### config.mk
export PLATFORM = sky130hd
export DESIGN_NAME = text_overlay_engine
export DESIGN_NICKNAME = d
export VERILOG_FILES = /design/src/rtl/text_overlay_engine_pkg.sv /design/src/rtl/ascii_rom.sv /design/src/rtl/text_overlay_engine_tile_ram.sv /design/src/rtl/text_overlay_engine.sv
export SDC_FILE = /design/constraint.sdc
export NUM_CORES = 1
export LEC_CHECK = 0
export CAP_MARGIN = 10
export CORE_MARGIN = 8
export CORE_UTILIZATION = 40
export CTS_CLUSTER_DIAMETER = 150
export DETAILED_ROUTE_END_ITERATION = 12
export DONT_BUFFER_PORTS = 1
export GPL_ROUTABILITY_DRIVEN = 0
export PLACE_DENSITY = 0.64
export REMOVE_ABC_BUFFERS = 1
export SLEW_MARGIN = 20
export SYNTH_ARGS = -nofsm -noshare
export SYNTH_HDL_FRONTEND = slang
export SYNTH_SLANG_ARGS = --single-unit
### constraint.sdc
create_clock -name clk -period 3.1 [get_ports clk]
set_input_delay 0.62 -clock clk [delete_from_list [all_inputs] [get_ports clk]]
set_output_delay 0.62 -clock clk [all_outputs]
set_load 0.01 [all_outputs]
### src/rtl/text_overlay_engine_pkg.sv
// Shared types and constants for the character-cell text overlay.
// Cell word layout is {attr[6:0], char[6:0]} with attr = {blink, fg[2:0], bg[2:0]}.
package text_overlay_engine_pkg;

  localparam int CHAR_W      = 7;
  localparam int ATTR_W      = 7;
  localparam int WORD_W      = ATTR_W + CHAR_W;
  localparam int ATTR_BLINK  = 6;
  localparam int ATTR_FG_LSB = 3;
  localparam int ATTR_BG_LSB = 0;

  localparam logic [CHAR_W-1:0] CHAR_SPACE = 7'h20;

  typedef enum logic [0:0] {
    ST_IDLE  = 1'b0,
    ST_CLEAR = 1'b1
  } ovl_state_t;

  typedef struct packed {
    logic [ATTR_W-1:0] attr;
    logic [CHAR_W-1:0] chr;
  } cell_t;

  // 8-entry 4:4:4 palette; index 0 doubles as "transparent" for backgrounds.
  function automatic logic [11:0] pal(input logic [2:0] idx);
    case (idx)
      3'd0:    return 12'h000;
      3'd1:    return 12'hF00;
      3'd2:    return 12'h0F0;
      3'd3:    return 12'h007;
      3'd4:    return 12'hFF0;
      3'd5:    return 12'h0FF;
      3'd6:    return 12'hF0F;
      default: return 12'hFFF;
    endcase
  endfunction

endpackage

### src/rtl/ascii_rom.sv
// Glyph ROM, 8x16 cells addressed by {char[6:0], line[3:0]}, registered output.
// Bit 7 of each row is the leftmost pixel. Undefined codes render blank.
module ascii_rom (
  input  logic        clk,
  input  logic [10:0] addr,
  output logic [7:0]  data
);

  always_ff @(posedge clk) begin
    case (addr)
      // 'A'
      11'h412: data <= 8'h10;
      11'h413: data <= 8'h38;
      11'h414: data <= 8'h6C;
      11'h415: data <= 8'hC6;
      11'h416: data <= 8'hC6;
      11'h417: data <= 8'hFE;
      11'h418: data <= 8'hC6;
      11'h419: data <= 8'hC6;
      11'h41A: data <= 8'hC6;
      11'h41B: data <= 8'hC6;
      // 'B'
      11'h422: data <= 8'hFC;
      11'h423: data <= 8'h66;
      11'h424: data <= 8'h66;
      11'h425: data <= 8'h66;
      11'h426: data <= 8'h7C;
      11'h427: data <= 8'h66;
      11'h428: data <= 8'h66;
      11'h429: data <= 8'h66;
      11'h42A: data <= 8'h66;
      11'h42B: data <= 8'hFC;
      default: data <= 8'h00;
    endcase
  end

endmodule

### src/rtl/text_overlay_engine_tile_ram.sv
// Simple dual-port tile RAM: one write port, one registered read port.
// A same-address write and read in one clock returns the old word.
module text_overlay_engine_tile_ram #(
  parameter int DEPTH = 64,
  parameter int AW    = 6,
  parameter int DW    = 14
) (
  input  logic          clk,
  input  logic          we,
  input  logic [AW-1:0] waddr,
  input  logic [DW-1:0] wdata,
  input  logic [AW-1:0] raddr,
  output logic [DW-1:0] rdata
);

  logic [DW-1:0] mem [DEPTH];

  always_ff @(posedge clk) begin
    if (we) mem[waddr] <= wdata;
    rdata <= mem[raddr];
  end

endmodule

### src/rtl/text_overlay_engine.sv
// COLS x ROWS character-cell overlay with per-cell colour, blink, integer scaling
// and a hardware screen clear. Pixel path latency is 3 clocks from x/y to text_on/text_rgb.
module text_overlay_engine
  import text_overlay_engine_pkg::*;
#(
  parameter int COLS       = 16,
  parameter int ROWS       = 4,
  parameter int ORG_X      = 256,
  parameter int ORG_Y      = 128,
  parameter int SCALE_LOG2 = 0,
  parameter int BLINK_FR   = 30
) (
  input  logic        clk,
  input  logic        reset_n,
  input  logic [9:0]  x,
  input  logic [9:0]  y,
  input  logic        frame_tick,
  input  logic        wr_valid,
  output logic        wr_ready,
  input  logic [5:0]  wr_col,
  input  logic [4:0]  wr_row,
  input  logic [6:0]  wr_char,
  input  logic [6:0]  wr_attr,
  input  logic        clr_req,
  output logic        busy,
  output logic        text_on,
  output logic [11:0] text_rgb,
  output ovl_state_t  dbg_state
);

  // Write handshake: a transfer happens on a clock where wr_valid && wr_ready;
  // wr_ready is high exactly while idle, and out-of-range targets are accepted but dropped.

  localparam int NCELL = COLS * ROWS;
  localparam int AW    = (NCELL > 1) ? $clog2(NCELL) : 1;
  localparam int RGN_W = COLS * (8 << SCALE_LOG2);
  localparam int RGN_H = ROWS * (16 << SCALE_LOG2);
  localparam int BW    = (BLINK_FR > 1) ? $clog2(BLINK_FR) : 1;

  ovl_state_t    state;
  logic [AW-1:0] clr_addr;

  assign dbg_state = state;

  // Address arithmetic is done modulo 2^AW; any in-range cell index fits exactly.
  logic          wr_fire, wr_hit;
  logic [AW-1:0] wr_addr;

  assign wr_fire = wr_valid && wr_ready;
  assign wr_hit  = wr_fire && (int'(wr_col) < COLS) && (int'(wr_row) < ROWS);
  assign wr_addr = AW'(wr_row) * AW'(COLS) + AW'(wr_col);

  always_ff @(posedge clk or negedge reset_n) begin
    if (!reset_n) begin
      // Held in CLEAR so the walk starts on the first clock after release.
      state    <= ST_CLEAR;
      clr_addr <= '0;
      busy     <= 1'b1;
      wr_ready <= 1'b0;
    end else begin
      case (state)
        ST_IDLE: begin
          if (clr_req) begin
            state    <= ST_CLEAR;
            clr_addr <= '0;
            busy     <= 1'b1;
            wr_ready <= 1'b0;
          end
        end
        ST_CLEAR: begin
          if (clr_req) begin
            clr_addr <= '0;
          end else if (clr_addr == AW'(NCELL - 1)) begin
            state    <= ST_IDLE;
            busy     <= 1'b0;
            wr_ready <= 1'b1;
          end else begin
            clr_addr <= clr_addr + AW'(1);
          end
        end
        default: begin
          state    <= ST_IDLE;
          busy     <= 1'b0;
          wr_ready <= 1'b1;
        end
      endcase
    end
  end

  logic          ram_we;
  logic [AW-1:0] ram_waddr;
  cell_t         ram_wdata;

  always_comb begin
    ram_we    = wr_hit;
    ram_waddr = wr_addr;
    ram_wdata = cell_t'({wr_attr, wr_char});
    if (state == ST_CLEAR) begin
      ram_we    = 1'b1;
      ram_waddr = clr_addr;
      ram_wdata = cell_t'({7'd0, CHAR_SPACE});
    end
  end

  // S0: region test and cell / glyph coordinates.
  logic [10:0]   dx, dy;
  logic          s0_in;
  logic [9:0]    s0_col, s0_row;
  logic [AW-1:0] s0_raddr;
  logic [2:0]    s0_bit;
  logic [3:0]    s0_line;

  assign dx      = {1'b0, x} - 11'(ORG_X);
  assign dy      = {1'b0, y} - 11'(ORG_Y);
  assign s0_in   = !dx[10] && ({2'b00, dx} < 13'(RGN_W)) &&
                   !dy[10] && ({2'b00, dy} < 13'(RGN_H));
  assign s0_col  = dx[9:0] >> (3 + SCALE_LOG2);
  assign s0_row  = dy[9:0] >> (4 + SCALE_LOG2);
  assign s0_raddr = s0_in ? (AW'(s0_row) * AW'(COLS) + AW'(s0_col)) : '0;
  assign s0_bit  = dx[SCALE_LOG2 +: 3];
  assign s0_line = dy[SCALE_LOG2 +: 4];

  cell_t rd_cell;

  text_overlay_engine_tile_ram #(
    .DEPTH (NCELL),
    .AW    (AW),
    .DW    (WORD_W)
  ) u_tile_ram (
    .clk   (clk),
    .we    (ram_we),
    .waddr (ram_waddr),
    .wdata (ram_wdata),
    .raddr (s0_raddr),
    .rdata (rd_cell)
  );

  // S1: tile word available; carry pixel context alongside.
  logic       s1_in;
  logic [2:0] s1_bit;
  logic [3:0] s1_line;

  always_ff @(posedge clk or negedge reset_n) begin
    if (!reset_n) begin
      s1_in   <= 1'b0;
      s1_bit  <= '0;
      s1_line <= '0;
    end else begin
      s1_in   <= s0_in;
      s1_bit  <= s0_bit;
      s1_line <= s0_line;
    end
  end

  logic [7:0] rom_data;

  ascii_rom u_ascii_rom (
    .clk  (clk),
    .addr ({rd_cell.chr, s1_line}),
    .data (rom_data)
  );

  // S2: glyph row available.
  logic              s2_in;
  logic [2:0]        s2_bit;
  logic [ATTR_W-1:0] s2_attr;

  always_ff @(posedge clk or negedge reset_n) begin
    if (!reset_n) begin
      s2_in   <= 1'b0;
      s2_bit  <= '0;
      s2_attr <= '0;
    end else begin
      s2_in   <= s1_in;
      s2_bit  <= s1_bit;
      s2_attr <= rd_cell.attr;
    end
  end

  logic [BW-1:0] blink_cnt;
  logic          phase;

  always_ff @(posedge clk or negedge reset_n) begin
    if (!reset_n) begin
      blink_cnt <= '0;
      phase     <= 1'b0;
    end else if (frame_tick) begin
      if (blink_cnt == BW'(BLINK_FR - 1)) begin
        blink_cnt <= '0;
        phase     <= ~phase;
      end else begin
        blink_cnt <= blink_cnt + BW'(1);
      end
    end
  end

  // S3: pixel colour. Glyph rows are MSB-leftmost, hence the inverted bit index.
  logic       fg_pix;
  logic [2:0] fg_idx, bg_idx;

  assign fg_pix = rom_data[~s2_bit] && !(s2_attr[ATTR_BLINK] && phase);
  assign fg_idx = s2_attr[ATTR_FG_LSB +: 3];
  assign bg_idx = s2_attr[ATTR_BG_LSB +: 3];

  always_ff @(posedge clk or negedge reset_n) begin
    if (!reset_n) begin
      text_on  <= 1'b0;
      text_rgb <= '0;
    end else if (!s2_in) begin
      text_on  <= 1'b0;
      text_rgb <= '0;
    end else begin
      text_on  <= fg_pix || (bg_idx != 3'd0);
      text_rgb <= fg_pix ? pal(fg_idx) : pal(bg_idx);
    end
  end

endmodule

==> metrics.md <==
| Metric | Value |
|---|---|
| Combinational power share | 3.1% |
| H-tree depth | 3 |
| Synth Register Bits | between 900 and 1,000 |
| Drt drc | 0 |
| Die X | roughly 320 um |
| Chip height | around 320 um |
| Syn Inst Count | between 2,000 and 2,500 |
| Status | finished clean |
| Die area | between 100,000 and 150,000 sq um |
| Internal power | between 20,000 and 25,000 uW |
| Most frequent CP cell | buf_4 |
| Drt wl/cell | about 28 um |
| YS warnings | 0 |
| Place WS | -370 ps |
| Fin. Hold Viols | 0 |
| Synth-to-Final Area Change | 17.0% |
| Worst-Margin Slew | around 1000 ps |
| TritonCTS buffer count | 97 |
| I/O pins | 66 |
| Worst path slowest cell | o21ai_0 |
| Tot GR Track Use | 20.4% |
| Clock Pin Slew Worst Setup and Hold Paths | about 60 ps |
| Seq/Total Area, Yosys | between 70% and 80% |
| Congestion Overflow GR | 0 |
| Worst-Skew Late Latency | ~670 ps |
| Ys flop type | edfxtp_1 |
| Synth cell types | 80 |
| Nets | around 2,700 |
| PwrDens | roughly 600 nW/um^2 |
| Starting DRC count in detailed routing | 3,328 |
| First-pass GRT wire length | 158 mm |
| Final min period | about 2900 ps |
| Critical path endpoint category | flip-flop |
| Net Sw Frac | between 20% and 30% |
| Crit Path Class | input pin to flip-flop |
| DR vias/cell | around 6 |
| Total wire length | 109 mm |
| RSZ-0062 raised after global routing | no |
| Layout cells sized above 1 | roughly a fifth |
| Clock sinks | about 960 |
| EDFF count, synth | 896 |
| Worst VDD drop | between 0.4 and 0.5 mV |
| Syn_area_per_cell | 15.8 sq um |
| Max Cap Viol | 0 |
| Clk_skew | approximately 31 ps |
| Worst Hold Path Cells | 1 |
| LEAKAGE | around 0.015 uW |
| Largest net degree at the start of global routing | between 200 and 300 |
| Antenna-violating nets left | 0 |
| DRT Pass-1 Iters | 6 |
| PortBufs | 0 |
| Slowest Stage Delay on Critical Path | 600 ps |
| Synthesized area | approximately 38,000 sq um |
| CTS max path bufs | 3 |
| CTS root buf | clkbuf_16 |
| Setup_tns | 0 ps |
| Slew Limit Headroom | 33.1% |
| Number of setup violations in the final report | 0 |
| Seq pwr share | between 50% and 60% |
| Vias post-DR | 23,300 |
| Row count | 112 |
| Clock group share of total power | a little over two fifths |
| Max-slew violation count | 0 |
| CORE AREA | 93,500 sq um |
| Initial antenna violation count | 4 |
| Crit-path max FO | 11 |
| Tcrit/Tclk final | approximately 94% |
| CTS tree | yes |
| # Post-CTS Setup Buffers | 0 |
| Dpl hpwl | between 60 and 70 mm |
| Worst setup margin | around 200 ps |
| Vias in the first global route | ~23,000 |
| Startpoint Class | input pin |
| Worst hold path class | input pin to flip-flop |
| Critical-path cell list | or4b_1, buf_4, or3_1, buf_4, buf_4, o22a_1, a22oi_1, o21ai_0, o21ai_0, o211ai_1 |
| Req. time, crit path | ~3600 ps |
| Initial cell density of the core | between 40 and 50% |
| P_sw | 5470 uW |
| Worst EP arrival | ~3400 ps |
| Post-synth ARST share | 4.08% |
| R2r worst-path depth | 5 |
| Max Clk Rate | between 0.3 and 0.4 GHz |
## layout make-up
cell class,count,area [sq um]
inverters,19,71.3
fillers,7903,49300
well taps,1254,1570
multi-input cells,1264,8800
clock inverters,51,424
diodes,5,12.5
flip-flops and latches,955,28300
clock buffers,129,2660
repair buffers,271,2310
## path summary, 6_finish.rpt
check | endpoint | slack (ps) | start
worst min register to register | s2_attr[0] | 330 | u_tile_ram.rdata[7]
worst min-delay path | blink_cnt[1] | 60 | frame_tick
worst max register to register | u_tile_ram.mem[20][3] | 260 | dbg_state
max in group asynchronous | busy | 2330 | reset_n
worst max-delay path | u_tile_ram.rdata[6] | 200 | y[9]
min in group asynchronous | s1_line[3] | 480 | reset_n
## logic make-up (layout without fill, tap and decap cells)
group           after synthesis  after routing  share of synthesized area (%)
buf+inv                     174            470                           2.05
compound gates              562            562                           9.92
simple gates                459            459                           5.73
mux                         222            222                           6.77
xor+xnor                     14             14                          0.361
other cells                   0              5                              0
fa+ha+maj                     7              7                          0.225
flops                       955            955                           75.0
## through the flow
step	cell area [sq um]	instances	utilization (%)	total power (uW)	hold slack, ps
after floorplan	37000	2238	-	14800	316
after global placement	40900	3753	43.8	15200	326
after detailed placement	40900	3753	43.8	15200	326
after CTS	44100	3943	47.2	26500	13.9
after global routing	44100	3943	47.2	27000	29.2
final	44100	3948	47.2	26300	64.8
## cell usage after synthesis, types with 15 or more instances
cell type	n	area share [%]
a211oi_1	28	0.56
a21oi_1	107	1.4
a221oi_1	16	0.37
a22oi_1	15	0.30
a31oi_1	28	0.46
and2_1	18	0.30
buf_1	17	0.17
buf_2	44	0.58
clkbuf_1	80	0.80
dfrtp_1	37	2.5
dfxtp_1	20	1.1
edfxtp_1	896	71
inv_1	16	0.16
mux2_2	76	2.3
mux2i_1	127	3.4
mux4_2	19	1.1
nand2_1	130	1.3
nand3_1	24	0.32
nor2_1	169	1.7
nor2b_1	17	0.28
nor3_1	31	0.41
o211ai_1	33	0.66
o21ai_0	122	1.6
o221ai_1	27	0.63
o22ai_1	73	1.2
## metal layers
| layer | up-vias | global-route usage [%] | wire length, um |
|---|---|---|---|
| met5 | - | 0 | 13 |
| met4 | 2 | 6.83 | 3740 |
| met3 | 238 | 5.70 | 12500 |
| met2 | 1422 | 31.9 | 49500 |
| met1 | 11700 | 27.6 | 43200 |
| li1 | 9928 | - | - |
## placed cells by master, fill, tap and decap left out, drive strengths merged, types with 13 or more instances in the layout
cell | synthesis | final
mux4 | 19 | 19
buf | 75 | 262
dfxtp | 20 | 20
a21oi | 107 | 107
a221o | 13 | 13
o21ai | 123 | 123
o22ai | 74 | 74
edfxtp | 896 | 896
mux2i | 127 | 127
o211ai | 33 | 33
clkinv | 2 | 39
mux2 | 76 | 76
nor2 | 169 | 169
dfrtp | 37 | 37
and2 | 18 | 18
nor3 | 33 | 33
a22oi | 15 | 15
nand4 | 13 | 13
a31oi | 28 | 28
a221oi | 16 | 16
o221ai | 27 | 27
inv | 17 | 22
nand2 | 130 | 130
a211oi | 29 | 29
clkbuf | 80 | 129
a2111oi | 13 | 13
nor2b | 17 | 17
nand3 | 24 | 24
## power by group through the flow
| stage | clock network, uW | logic, uW | registers [uW] |
|---|---|---|---|
| after floorplan | 0 | 458 | 14400 |
| after global placement | 0 | 761 | 14400 |
| after detailed placement | 0 | 783 | 14400 |
| after CTS | 11500 | 815 | 14100 |
| after global routing | 12000 | 869 | 14200 |
| final | 11400 | 829 | 14200 |
## sequential cells by signal (all words and copies together), names as in the netlist, 3 cells and up
name,flops
u_ascii_rom.data,6
s1_line,4
u_tile_ram.rdata,14
u_tile_ram.mem,896
s2_bit,3
clr_addr,6
blink_cnt,5
s1_bit,3
text_rgb,4
s2_attr,7
## worst max-delay path: cells and delay by family
kind / cells / cell delay [ps]
AO/OA/AOI/OAI: 5 / 1270
AND/OR/NAND/NOR: 2 / 920
buffers and inverters: 3 / 590
## repair_timing
| item | CTS | global route |
|---|---|---|
| hold buffers | 10 | 0 |
| hold endpoints to repair | 52 | 0 |
| gates resized for setup | 0 | 0 |
No activity file was read; power rests on OpenSTA's default activity.
